File: config.mk
export PLATFORM = sky130hd
export DESIGN_NAME = id_ex_stage
export DESIGN_NICKNAME = d
export VERILOG_FILES = /design/src/rtl/id_ex_stage_pkg.sv /design/src/rtl/id_ex_stage_fwd_mux.sv /design/src/rtl/id_ex_stage.sv
export SDC_FILE = /design/constraint.sdc
export NUM_CORES = 1
export LEC_CHECK = 0
export BUFFER_PORTS_ARGS = -buffer_cell sky130_fd_sc_hd__buf_4
export CAP_MARGIN = 20
export CORE_AREA = 2 2 122 124
export CTS_BUF_LIST = sky130_fd_sc_hd__clkbuf_4 sky130_fd_sc_hd__clkbuf_8 sky130_fd_sc_hd__clkbuf_16
export DETAILED_ROUTE_END_ITERATION = 12
export DIE_AREA = 0 0 124 126
export GPL_TIMING_DRIVEN = 0
export PLACE_DENSITY = 0.79
export SLEW_MARGIN = 0
export SYNTH_ARGS = -nofsm -noshare
export SYNTH_HDL_FRONTEND = slang
export SYNTH_SLANG_ARGS = --single-unit
File: constraint.sdc
create_clock -name clk -period 2.3 [get_ports clk]
set_clock_uncertainty 0.05 [all_clocks]
set_input_delay 0.23 -clock clk [delete_from_list [all_inputs] [get_ports clk]]
set_output_delay 0.23 -clock clk [all_outputs]
set_load 0.03 [all_outputs]
File: src/rtl/id_ex_stage_pkg.sv
// id_ex_stage_pkg: shared encodings for the ID/EX operand-delivery stage.
//   - ALU a/b operand source selects (formerly pipe_defines.vh)
//   - REG_ZERO, the hard-wired zero register number
//   - ALU_ADD, the ALU function loaded into an empty stage (from alu_defines.vh)
package id_ex_stage_pkg;

    typedef enum logic {
        OPA_RS = 1'b0,
        OPA_RT = 1'b1
    } opa_sel_e;

    typedef enum logic [1:0] {
        OPB_RT    = 2'd0,
        OPB_IMM   = 2'd1,
        OPB_SHAMT = 2'd2,
        OPB_RS    = 2'd3
    } opb_sel_e;

    localparam int unsigned REG_ZERO = 0;

    localparam logic [3:0] ALU_ADD = 4'b0000;

endpackage

File: src/rtl/id_ex_stage_fwd_mux.sv
// fwd_mux: forwarding selector for one source register.
// Ports:
//   addr_i, data_i        registered source register number and read data
//   exm_reg_write_i/rd_i/result_i   EX/MEM writeback candidate
//   mwb_reg_write_i/rd_i/result_i   MEM/WB writeback candidate
//   fwd_data_o            EX/MEM result, else MEM/WB result, else data_i
// Register 0 is never forwarded.
module fwd_mux
    import id_ex_stage_pkg::*;
#(
    parameter int unsigned DATA_W = 32,
    parameter int unsigned REG_AW = 5
) (
    input  logic [REG_AW-1:0] addr_i,
    input  logic [DATA_W-1:0] data_i,
    input  logic              exm_reg_write_i,
    input  logic [REG_AW-1:0] exm_rd_i,
    input  logic [DATA_W-1:0] exm_result_i,
    input  logic              mwb_reg_write_i,
    input  logic [REG_AW-1:0] mwb_rd_i,
    input  logic [DATA_W-1:0] mwb_result_i,
    output logic [DATA_W-1:0] fwd_data_o
);

    logic addr_nz;

    assign addr_nz = (addr_i != REG_AW'(REG_ZERO));

    always_comb begin
        fwd_data_o = data_i;
        // Older stage first so the younger EX/MEM result overrides it.
        if (addr_nz && mwb_reg_write_i && (mwb_rd_i == addr_i)) begin
            fwd_data_o = mwb_result_i;
        end
        if (addr_nz && exm_reg_write_i && (exm_rd_i == addr_i)) begin
            fwd_data_o = exm_result_i;
        end
    end

endmodule

File: src/rtl/id_ex_stage.sv
// id_ex_stage: ID/EX pipeline register feeding the ALU.
// Captures decoded fields from ID, forwards EX/MEM and MEM/WB results onto
// the registered rs/rt values, selects ALU operands, and back-pressures ID
// on load-use hazards.
// Ports:
//   clk, rst_n                   clock, async active-low reset
//   id_*                         decoded instruction from ID
//   exm_*, mwb_*                 writeback info from EX/MEM and MEM/WB
//   stall_in, flush              downstream hold / kill
//   id_stall                     ID must hold its instruction
//   alu_a, alu_b, alu_func       ALU drive
//   ex_valid, ex_rd, ex_reg_write, ex_mem_read, ex_mem_write, ex_store_data
// Configuration macro: ID_EX_FWD_EN
//   defined   - EX/MEM and MEM/WB forwarding, only load-use bubbles
//   undefined - no forwarding; any RAW on EX or EX/MEM forces a bubble
module id_ex_stage
    import id_ex_stage_pkg::*;
#(
    parameter int unsigned DATA_W = 32,
    parameter int unsigned REG_AW = 5
) (
    input  logic              clk,
    input  logic              rst_n,
    input  logic              id_valid,
    input  logic [REG_AW-1:0] id_rs_addr,
    input  logic [REG_AW-1:0] id_rt_addr,
    input  logic [REG_AW-1:0] id_rd_addr,
    input  logic [DATA_W-1:0] id_rs_data,
    input  logic [DATA_W-1:0] id_rt_data,
    input  logic [DATA_W-1:0] id_imm32,
    input  logic [4:0]        id_shamt,
    input  logic              id_a_sel,
    input  logic [1:0]        id_b_sel,
    input  logic [3:0]        id_alu_func,
    input  logic              id_reg_write,
    input  logic              id_mem_read,
    input  logic              id_mem_write,
    input  logic              exm_reg_write,
    input  logic [REG_AW-1:0] exm_rd,
    input  logic [DATA_W-1:0] exm_result,
    input  logic              mwb_reg_write,
    input  logic [REG_AW-1:0] mwb_rd,
    input  logic [DATA_W-1:0] mwb_result,
    input  logic              stall_in,
    input  logic              flush,
    output logic              id_stall,
    output logic [DATA_W-1:0] alu_a,
    output logic [DATA_W-1:0] alu_b,
    output logic [3:0]        alu_func,
    output logic              ex_valid,
    output logic [REG_AW-1:0] ex_rd,
    output logic              ex_reg_write,
    output logic              ex_mem_read,
    output logic              ex_mem_write,
    output logic [DATA_W-1:0] ex_store_data
);

    // Stage registers
    logic              valid_q;
    logic [REG_AW-1:0] rs_addr_q, rt_addr_q, rd_q;
    logic [DATA_W-1:0] rs_data_q, rt_data_q, imm_q;
    logic [4:0]        shamt_q;
    opa_sel_e          a_sel_q;
    opb_sel_e          b_sel_q;
    logic [3:0]        func_q;
    logic              reg_write_q, mem_read_q, mem_write_q;

    logic              uses_rs, uses_rt;
    logic              ex_nz;
    logic              load_use;
    logic              hazard;
    logic [DATA_W-1:0] rs_fwd, rt_fwd;
    logic              exm_fwd_en, mwb_fwd_en;

    // ---------------------------------------------------------------
    // Hazard detection
    // ---------------------------------------------------------------
    assign uses_rs = (opa_sel_e'(id_a_sel) == OPA_RS) || (opb_sel_e'(id_b_sel) == OPB_RS);
    assign uses_rt = (opa_sel_e'(id_a_sel) == OPA_RT) || (opb_sel_e'(id_b_sel) == OPB_RT)
                   || id_mem_write;

    assign ex_nz = (rd_q != REG_AW'(REG_ZERO));

    assign load_use = valid_q && mem_read_q && ex_nz && id_valid
                    && ((uses_rs && (id_rs_addr == rd_q)) || (uses_rt && (id_rt_addr == rd_q)));

`ifdef ID_EX_FWD_EN
    assign hazard     = load_use;
    assign exm_fwd_en = exm_reg_write;
    assign mwb_fwd_en = mwb_reg_write;
`else
    logic ex_raw, exm_raw;

    // Without bypass paths every pending write in EX or EX/MEM must drain.
    assign ex_raw  = valid_q && reg_write_q && ex_nz
                   && ((uses_rs && (id_rs_addr == rd_q)) || (uses_rt && (id_rt_addr == rd_q)));
    assign exm_raw = exm_reg_write && (exm_rd != REG_AW'(REG_ZERO))
                   && ((uses_rs && (id_rs_addr == exm_rd)) || (uses_rt && (id_rt_addr == exm_rd)));
    assign hazard     = load_use || (id_valid && (ex_raw || exm_raw));
    // Gating the write enables leaves the muxes passing registered data.
    assign exm_fwd_en = 1'b0;
    assign mwb_fwd_en = 1'b0;
`endif

    assign id_stall = stall_in || hazard;

    // ---------------------------------------------------------------
    // Stage register: reset > flush > stall_in > bubble > load
    // ---------------------------------------------------------------
    always_ff @(posedge clk or negedge rst_n) begin
        if (!rst_n) begin
            valid_q     <= 1'b0;
            rs_addr_q   <= '0;
            rt_addr_q   <= '0;
            rd_q        <= '0;
            rs_data_q   <= '0;
            rt_data_q   <= '0;
            imm_q       <= '0;
            shamt_q     <= '0;
            a_sel_q     <= OPA_RS;
            b_sel_q     <= OPB_RT;
            func_q      <= ALU_ADD;
            reg_write_q <= 1'b0;
            mem_read_q  <= 1'b0;
            mem_write_q <= 1'b0;
        end else if (flush || (!stall_in && hazard)) begin
            valid_q     <= 1'b0;
            rs_addr_q   <= '0;
            rt_addr_q   <= '0;
            rd_q        <= '0;
            rs_data_q   <= '0;
            rt_data_q   <= '0;
            imm_q       <= '0;
            shamt_q     <= '0;
            a_sel_q     <= OPA_RS;
            b_sel_q     <= OPB_RT;
            func_q      <= ALU_ADD;
            reg_write_q <= 1'b0;
            mem_read_q  <= 1'b0;
            mem_write_q <= 1'b0;
        end else if (!stall_in) begin
            valid_q     <= id_valid;
            rs_addr_q   <= id_rs_addr;
            rt_addr_q   <= id_rt_addr;
            rd_q        <= id_rd_addr;
            rs_data_q   <= id_rs_data;
            rt_data_q   <= id_rt_data;
            imm_q       <= id_imm32;
            shamt_q     <= id_shamt;
            a_sel_q     <= opa_sel_e'(id_a_sel);
            b_sel_q     <= opb_sel_e'(id_b_sel);
            func_q      <= id_alu_func;
            reg_write_q <= id_valid && id_reg_write;
            mem_read_q  <= id_valid && id_mem_read;
            mem_write_q <= id_valid && id_mem_write;
        end
    end

    // ---------------------------------------------------------------
    // Forwarding and operand select
    // ---------------------------------------------------------------
    fwd_mux #(
        .DATA_W (DATA_W),
        .REG_AW (REG_AW)
    ) u_fwd_rs (
        .addr_i          (rs_addr_q),
        .data_i          (rs_data_q),
        .exm_reg_write_i (exm_fwd_en),
        .exm_rd_i        (exm_rd),
        .exm_result_i    (exm_result),
        .mwb_reg_write_i (mwb_fwd_en),
        .mwb_rd_i        (mwb_rd),
        .mwb_result_i    (mwb_result),
        .fwd_data_o      (rs_fwd)
    );

    fwd_mux #(
        .DATA_W (DATA_W),
        .REG_AW (REG_AW)
    ) u_fwd_rt (
        .addr_i          (rt_addr_q),
        .data_i          (rt_data_q),
        .exm_reg_write_i (exm_fwd_en),
        .exm_rd_i        (exm_rd),
        .exm_result_i    (exm_result),
        .mwb_reg_write_i (mwb_fwd_en),
        .mwb_rd_i        (mwb_rd),
        .mwb_result_i    (mwb_result),
        .fwd_data_o      (rt_fwd)
    );

    always_comb begin
        alu_a = (a_sel_q == OPA_RT) ? rt_fwd : rs_fwd;
        alu_b = rt_fwd;
        case (b_sel_q)
            OPB_RT:    alu_b = rt_fwd;
            OPB_IMM:   alu_b = imm_q;
            OPB_SHAMT: alu_b = DATA_W'(shamt_q);
            OPB_RS:    alu_b = rs_fwd;
            default:   alu_b = rt_fwd;
        endcase
    end

    assign alu_func      = func_q;
    assign ex_valid      = valid_q;
    assign ex_rd         = rd_q;
    assign ex_reg_write  = reg_write_q;
    assign ex_mem_read   = mem_read_q;
    assign ex_mem_write  = mem_write_q;
    assign ex_store_data = rt_fwd;

endmodule

Yosys cells after proc, flatten, opt, wreduce, memory -nomap -nowiden

Cells that the tools add are included.

Bitwise gates (word level): 1
Muxes and demuxes: 26
Reductions and logical operators: 32
Equal/unequal tests: 9

Operators by type and width:

| kind                 | count |
|---|---|
| $mux W32             | 7 |
| $pmux W32 S4         | 1 |
| $eq A5 B5 Y1         | 4 |
| $mux W5              | 4 |
| $logic_and A1 B1 Y1  | 18 |
| $mux W1              | 10 |
| $reduce_bool A5 Y1   | 2 |
| $logic_or A1 B1 Y1   | 9 |
| $mux W4              | 2 |
| $eq A2 B2 Y1 const B | 3 |
| $logic_not A2 Y1     | 2 |
| $mux W2              | 2 |
| $eq A2 B1 Y1 const B | 1 |
| $ne A2 B1 Y1 const B | 1 |
| $logic_not A1 Y1     | 1 |
| $not A1 Y1           | 1 |

Logic and storage cells: 80
Input port bits: 207
Output and inout port bits: 110
Flip-flop bits (word level): 117

Longest topological paths before layout

Gate-level depths: netlist of the first run.

Word-level depth: 12
Gate-level depth with buffers: 7
Depth with buffers taken out: 5

Cells and area by module

From an unflattened synthesis of the first run, not the netlist that was laid out.

Cell total of the unflattened synthesis: 1036
Area total of the unflattened synthesis: 9212.6 µm²

Modules (own cells, without submodules):

| module      | times used | sequential area each (µm²) | area each (µm²) | cells each |
|---|---|---|---|---|
| id_ex_stage | 1          | 3178.0                     | 7315.8          | 698 |
| fwd_mux     | 2          | 0.0                        | 948.4           | 169 |

Worst setup path after synthesis of the first run

OpenSTA, ideal clock, no wires.

Kind: reg2out
Start: reg b_sel_q[0]
End: out alu_b[10]
Stages on the path, launching flop included: 6
Data required time: 2.020 ns
Slack: 0.174 ns
Buffers on the path: 3
Data arrival time: 1.846 ns
Cells stage by stage: dfrtp_1 -> buf_2 -> buf_2 -> buf_2 -> mux2i_1 -> o21ai_0

Cells in the longest elaborated chain, start to end: 2
Elaborated cells on any way between the ends: 5
Classes of those cells: eq/ne (3); mux (1); reduce/logical (1)

RTL lines:

| item                                       | line               | text |
|---|---|---|
| start, declared                            | id_ex_stage.sv:64  | `opb_sel_e b_sel_q;` |
| start signal, assigned                     | id_ex_stage.sv:151 | `b_sel_q <= opb_sel_e'(id_b_sel);` |
| $eq A2 B2 Y1, or another cell as far along | id_ex_stage.sv:195 | `case (b_sel_q)` |
| $pmux W32 S4 *                             | id_ex_stage.sv:195 |  |
| end, declared                              | id_ex_stage.sv:48  | `output logic [DATA_W-1:0] alu_b,` |

Every way passes the cells marked *; elsewhere a longest branch is shown, timed or not.

Final worst setup path of the first run

Start: reg rd_q[0], in the netlist ex_rd[0]
End: out id_stall

Cells in the longest elaborated chain, start to end: 8
Elaborated cells on any way between the ends: 15
Classes of those cells: eq/ne (2); reduce/logical (13)

RTL lines:

| item                   | line                                 | text |
|---|---|---|
| start, declared        | id_ex_stage.sv:60                    | `logic [REG_AW-1:0] rs_addr_q, rt_addr_q, rd_q;` |
| start signal, assigned | id_ex_stage.sv:145                   | `rd_q <= id_rd_addr;` |
| $eq A5 B5 Y1           | id_ex_stage.sv:85, id_ex_stage.sv:96 |  |
| $logic_and A1 B1 Y1    | id_ex_stage.sv:85, id_ex_stage.sv:96 |  |
| $logic_or A1 B1 Y1     | id_ex_stage.sv:85, id_ex_stage.sv:96 |  |
| $logic_and A1 B1 Y1    | id_ex_stage.sv:96                    | `&& ((uses_rs && (id_rs_addr == rd_q)) \|\| (uses_rt && (id_rt_addr == rd_q)));` |
| $logic_or A1 B1 Y1     | id_ex_stage.sv:99                    | `assign hazard = load_use \|\| (id_valid && (ex_raw \|\| exm_raw));` |
| $logic_and A1 B1 Y1    | id_ex_stage.sv:99                    |  |
| $logic_or A1 B1 Y1 *   | id_ex_stage.sv:99                    |  |
| $logic_or A1 B1 Y1 *   | id_ex_stage.sv:105                   | `assign id_stall = stall_in \|\| hazard;` |
| end, declared          | id_ex_stage.sv:46                    | `output logic id_stall,` |

Marked as above.

==> flow_summary.toml, run 1 <==
[global_routing]
met2_usage = 0.466
antenna_found_initial = 0
grt_max_degree = 65
grt_usage = 0.280
met1_usage = 0.351
grt_pass1_vias = 6045
grt_util_met3 = 0.0707
grt_overflow = 0
busiest_layer = "met2"
grt_pass1_wl_um = 32800

[finish]
fillers = 1225
nets = 1162
diodes = 0
area_growth_pct = 46.8
drive_gt1_frac = 0.390
utilization = 0.648
stdcell_count = 1152

[routing]
post-route-drc-count = 0
ant_nets = 0
vias = 6025
drt-total-wl_um = 22000
dr.pass1.iters = 6
wl_per_cell_um = 19.1
first_iter_violations = 352
vias_per_cell = 5.23

[clock_network]
clkTransAtPathRegs_ps = 60
cts_tree = "done"
cts-root-buf = "clkbuf_16"
cts_buffers = 17
cts_buffer_depth = 2
htree_levels = 4
clk_latency_ps = 410
cts_sinks = 117

[worst_setup_path]
cp.arrival_ps = 2030
startpoint = "ex_rd[0]$_DFFE_PN0P_"
cp.required_ps = 2020
start_kind = "flop"
worstReg2RegStart = "ex_rd[0]$_DFFE_PN0P_"
cp_max_fo = 4
critPathCaptureType = "primary output"
crit_type = "reg2out"

[die]
start_util = 0.442
core_sq_um = 14300
dieHeight_um = 126
io-pin-count = 317
row_count = 44
die_area_sq_um = 15600
dieWidth_um = 124

[outcome]
status = "finished, violations left"
violations = "negative setup slack"

[synthesis]
ys_warn_count = 0
synth.area.mux_share = 0.118
yosysSeqAreaShare = 0.463
ys_ff_latch = 117
synth_fa_ha_area_frac = 0
synth.cell_area_sq_um = 6320
synth_nets = 888
syn_inst = 681
synth_cell_type_count = 30
syn_area_per_cell_sq_um = 9.28
synthSimpleGateAreaFrac = 0.212
synth_compound_area_frac = 0.140
synth_xor_area_frac = 0.0277
synth_top_family_by_area = "simple AND/OR/NAND/NOR gates"

[power]
combPwrFrac = 0.194
irDropWorstVdd_mv = 0.423
p_int_mw = 4.92
cellPowerDensity_nw_per_um2 = 720
p_leak_nw = 4.35
p_sw_frac = 0.264
seqPwrFrac = 0.342
pwr-share-clk = 0.464
netSwitchingPower_mw = 1.76

[timing]
setup_violations = 1
max_slew_margin = 0.556
tightest_slew_ps = 666
finalMaxSlewViolations = 0
finalCritPeriodShare = 1.00
post-route-min-period_ps = 2310
max_freq_mhz = 433
hold_viol = 0
fin_ws_ps = -11.5
rsz0062_at_grt = "true"

[placement]
gp_congestion = 0.843
hpwl_um = 15600
placed_cells = 1111
portBuffers = 245

[worst_hold_path]
hold_class = "in2reg"
hold_start = "id_reg_write"

[run]
max_cap_viol_count = 0
layout by cell type (no fill, tap or decap), types with 2 or more instances in the layout:
cell,n
buf_8,2
buf_12,2
dfrtp_2,4
buf_6,5
nor2_1,6
dfrtp_1,113
xor2_1,19
o21ai_0,123
mux2_2,32
clkbuf_8,4
nand2_1,147
nor4_2,2
clkbuf_2,9
clkbuf_4,9
inv_1,2
clkbuf_16,17
nand2b_1,113
nor4_1,2
clkbuf_1,28
mux4_2,5
a21oi_1,2
buf_4,251
mux2i_1,27
bufinv_16,6
o21ai_2,19
kinds of logic (layout without fill, tap and decap cells):
group,Yosys count,after routing
muxes,64,64
xor gates and xnor gates,20,20
AOI/OAI and AO/OA,152,152
DFF,117,117
and+or+nand+nor,275,275
buffers and inverters,53,340
layer usage:
metal	vias to the layer above	share of wire
met5	-	0
met4	0	0.024
met3	33	0.073
met2	239	0.50
met1	2932	0.41
li1	2821	-
power groups by stage:
stage	Sequential (mW)	Combinational [mW]	Clock [mW]
3_5_place_dp	2.32	1.25	0
6_report	2.29	1.29	3.10
5_1_grt	2.30	1.38	3.22
2_1_floorplan	2.37	0.585	0
3_3_place_gp	2.31	1.23	0
4_1_cts	2.28	1.28	3.13
Yosys cell counts:
library cell,count,share of area
nor3_1,1,0.00079
clkbuf_1,35,0.021
dfrtp_1,117,0.46
mux2i_1,27,0.043
a21oi_1,2,0.0016
xor2_1,20,0.028
o31ai_1,1,0.0012
o221ai_4,1,0.0042
or4_1,1,0.0012
inv_1,2,0.0012
buf_12,2,0.0063
o2111ai_1,1,0.0014
nand3b_1,1,0.0012
nand2_1,147,0.087
mux4_2,5,0.018
mux2_2,32,0.057
nor2_1,6,0.0036
or2_2,1,0.00099
a21boi_0,1,0.0012
clkbuf_2,9,0.0071
buf_6,1,0.0018
nor4_1,4,0.0040
buf_2,4,0.0032
and2_1,1,0.00099
a22oi_1,2,0.0024
nand2b_1,113,0.11
o211ai_2,1,0.0020
o31ai_2,1,0.0020
o21ai_2,19,0.026
o21ai_0,123,0.097
critical path, cell delays in order (launching register included):
cell and delay [ps]:
dfrtp_2 430, xor2_1 160, nor4_2 310, a22oi_2 150
o221ai_4 300, buf_12 160, buf_8 110
sequential cells by signal (all words and copies together), names as in the netlist:
| signal | flops |
|---|---|
| ex_mem_write | 1 |
| rs_data_q | 32 |
| ex_rd | 5 |
| ex_reg_write | 1 |
| alu_func | 4 |
| shamt_q | 5 |
| imm_q | 32 |
| b_sel_q | 2 |
| ex_mem_read | 1 |
| rt_data_q | 32 |
| a_sel_q | 1 |
| ex_valid | 1 |
worst paths after layout:
path	endpoint	slack (ps)	cells after the start
hold / removal	ex_reg_write$_DFFE_PN0P_	30	3
hold reg to reg	imm_q[27]$_DFFE_PN0P_	420	2
setup / recovery	id_stall	-10	6
max in group asynchronous	rs_data_q[20]$_DFFE_PN0P_	1200	3
min in group asynchronous	rs_data_q[6]$_DFFE_PN0P_	300	2
setup reg to reg	ex_rd[0]$_DFFE_PN0P_	100	7
repair_timing:
item | in CTS | in global routing
hold buffers | 1 | 0
pin swaps | 5 | 6
setup endpoints to repair | 53 | 128
buffers inserted | 8 | 2
gates resized for setup | 25 | 14
endpoints found under the hold margin | 53 | 0
cloned | 0 | 0
through the flow:
step | worst slack, ps | total power, mW | hold slack [ps] | cell area, sq um | setup TNS, ps
global placement | -163 | 3.54 | 411 | 8390 | -2170
finish | -11.5 | 6.68 | 28.9 | 9280 | -11.5
CTS | -62.4 | 6.70 | 12.2 | 9230 | -62.4
detailed placement | -184 | 3.57 | 171 | 8420 | -7250
floorplan | 174 | 2.96 | -116 | 6320 | 0
global route | -123 | 6.90 | 24.3 | 9280 | -387
final cells by class:
cell class	count	area (sq um)	area share
repair buffers	257	1970	0.212
flip-flops and latches	117	2930	0.316
multi-input cells	511	3170	0.341
clock inverters	8	193	0.0208
inverters	2	7.51	0.000809
plain buffers	49	278	0.0299
well taps	184	230	0.0248
clock buffers	24	503	0.0542
Note: power is estimated with default switching activity, not from simulation.
==> inputs of run 2 (changes only) <==
MAX_ROUTING_LAYER = met4   (was default)
==> run 2 against run 1 <==
Against the previous run:
- the run still ends with negative setup slack left
- clock-buffer cell count is the same
- combinational power is essentially flat
- power barely moved
- first-iteration DRC count shrank 6.3%
- die area unchanged
- setup slack gained 5.1 ps
- global-route usage grew 0.88 points
- critical endpoint unchanged
==> flow_summary.toml, run 2 (synthesis results as in run 1) <==
[outcome]
status = "finished, violations left"
violations = "negative setup slack"

[global_routing]
grt_pass1_wl_um = 32800
grt_overflow = 0
grt_usage = 0.289
grt_max_degree = 65
antenna_found_initial = 0
grt_pass1_vias = 6040

[die]
start_util = 0.442
dieWidth_um = 124
io-pin-count = 317
die_area_sq_um = 15600
dieHeight_um = 126
core_sq_um = 14300
row_count = 44

[worst_hold_path]
hold_class = "in2reg"
whs_path_depth = 3
hold_start = "id_reg_write"

[placement]
gp_congestion = 0.856
hpwl_um = 15600
portBuffers = 245

[timing]
finalMaxSlewViolations = 0
max_slew_margin = 0.534
fin_ws_ps = -6.34
hold_viol = 0
setup_violations = 1
post-route-min-period_ps = 2310
whs_ps = 26.3
max_freq_mhz = 434
finalCritPeriodShare = 1.00
rsz0062_at_grt = "true"
tightest_slew_ps = 699

[clock_network]
cts_buffers = 17
cts-root-buf = "clkbuf_16"
clkTransAtPathRegs_ps = 60
cts_sinks = 117
htree_levels = 4
cts_buffer_depth = 2
clk_latency_ps = 410
cts_tree = "done"

[finish]
top_regs = "imm_q (32), rs_data_q (32), rt_data_q (32)"
area_growth_pct = 46.9
utilization = 0.649
diodes = 0
nets = 1163
drive_gt1_frac = 0.391
final_common_cell = "buf_4"
final_cell_mix = "252 x buf_4, 147 x nand2_1, 123 x o21ai_0"

[worst_setup_path]
startpoint = "ex_rd[0]$_DFFE_PN0P_"
crit_type = "reg2out"
cp.arrival_ps = 2030
start_kind = "flop"
r2r_cells = 7
cp_max_fo = 4
worstReg2RegStart = "ex_rd[0]$_DFFE_PN0P_"
cp.required_ps = 2020
critPathCaptureType = "primary output"

[power]
pwr-share-clk = 0.464
p_total_mw = 6.69
netSwitchingPower_mw = 1.77
cellPowerDensity_nw_per_um2 = 720
combPwrFrac = 0.194
irDropWorstVdd_mv = 0.426
p_sw_frac = 0.264
seqPwrFrac = 0.342
p_int_mw = 4.92
p_leak_nw = 4.35

[routing]
post-route-drc-count = 0
dr.pass1.iters = 4
vias_per_cell = 5.23
drt-total-wl_um = 22000
wl_per_cell_um = 19.0
ant_nets = 0
vias = 6025
first_iter_violations = 330

[run]
max_cap_viol_count = 0
## run 2: changes by cell type in the layout (fill, tap and decap cells not counted), sizes merged
| cell | previous run | this run |
|---|---|---|
| buf | 262 | 263 |
## run 2: critical path, stage by stage (launching register included)
cell,delay [ps]
dfrtp_2,430
xor2_1,160
nor4_2,310
a22oi_2,150
o221ai_4,300
buf_12,160
buf_8,110
## run 2: metal layers
metal | global-route usage | part of all wire | wire (um)
met5 | - | 0 | 0
met2 | 0.466 | 0.50 | 10900
met1 | 0.355 | 0.41 | 8990
met4 | 0.106 | 0.026 | 568
met3 | 0.0657 | 0.069 | 1510
## run 2: worst paths after layout
check	slack, ps	end
worst max-delay path	-6	id_stall
worst min-delay path	30	ex_reg_write$_DFFE_PN0P_
worst max register to register	100	rt_data_q[15]$_DFFE_PN0P_
worst min register to register	420	imm_q[16]$_DFFE_PN0P_
max in group asynchronous	1200	rs_data_q[17]$_DFFE_PN0P_
min in group asynchronous	290	rs_data_q[6]$_DFFE_PN0P_
## run 2: cell type report
type / instances / area [sq um]
Clock inverter: 8 / 193
Inverter: 2 / 7.51
Timing Repair Buffer: 258 / 1980
Tap cell: 184 / 230
Buffer: 49 / 278
Multi-Input combinational cell: 511 / 3170
Fill cell: 1226 / 5020
Clock buffer: 24 / 503
Sequential cell: 117 / 2930
## run 2: timing repair
item	CTS	global route
resized for setup	25	14
gates cloned	0	0
endpoints found under the hold margin	53	0
pin swaps	5	6
hold buffers	1	0
buffers inserted	8	3
setup endpoints to repair	53	128
## run 2: power by group through the flow
| stage | logic, mW | clock network (mW) | registers [mW] |
|---|---|---|---|
| floorplan | 0.585 | 0 | 2.37 |
| global placement | 1.23 | 0 | 2.31 |
| detailed placement | 1.25 | 0 | 2.32 |
| CTS | 1.28 | 3.13 | 2.28 |
| global route | 1.38 | 3.22 | 2.30 |
| finish | 1.30 | 3.10 | 2.29 |
## run 2: through the flow
stage                     setup slack [ps]  cells  TNS (ps)  cell area [sq um]
final                                -6.34   1153     -6.34               9290
after global routing                  -123   1153      -422               9290
after CTS                            -62.4   1150     -62.4               9230
after global placement                -163   1110     -2170               8390
after floorplan                        174    681         0               6320
after detailed placement              -184   1111     -7250               8420
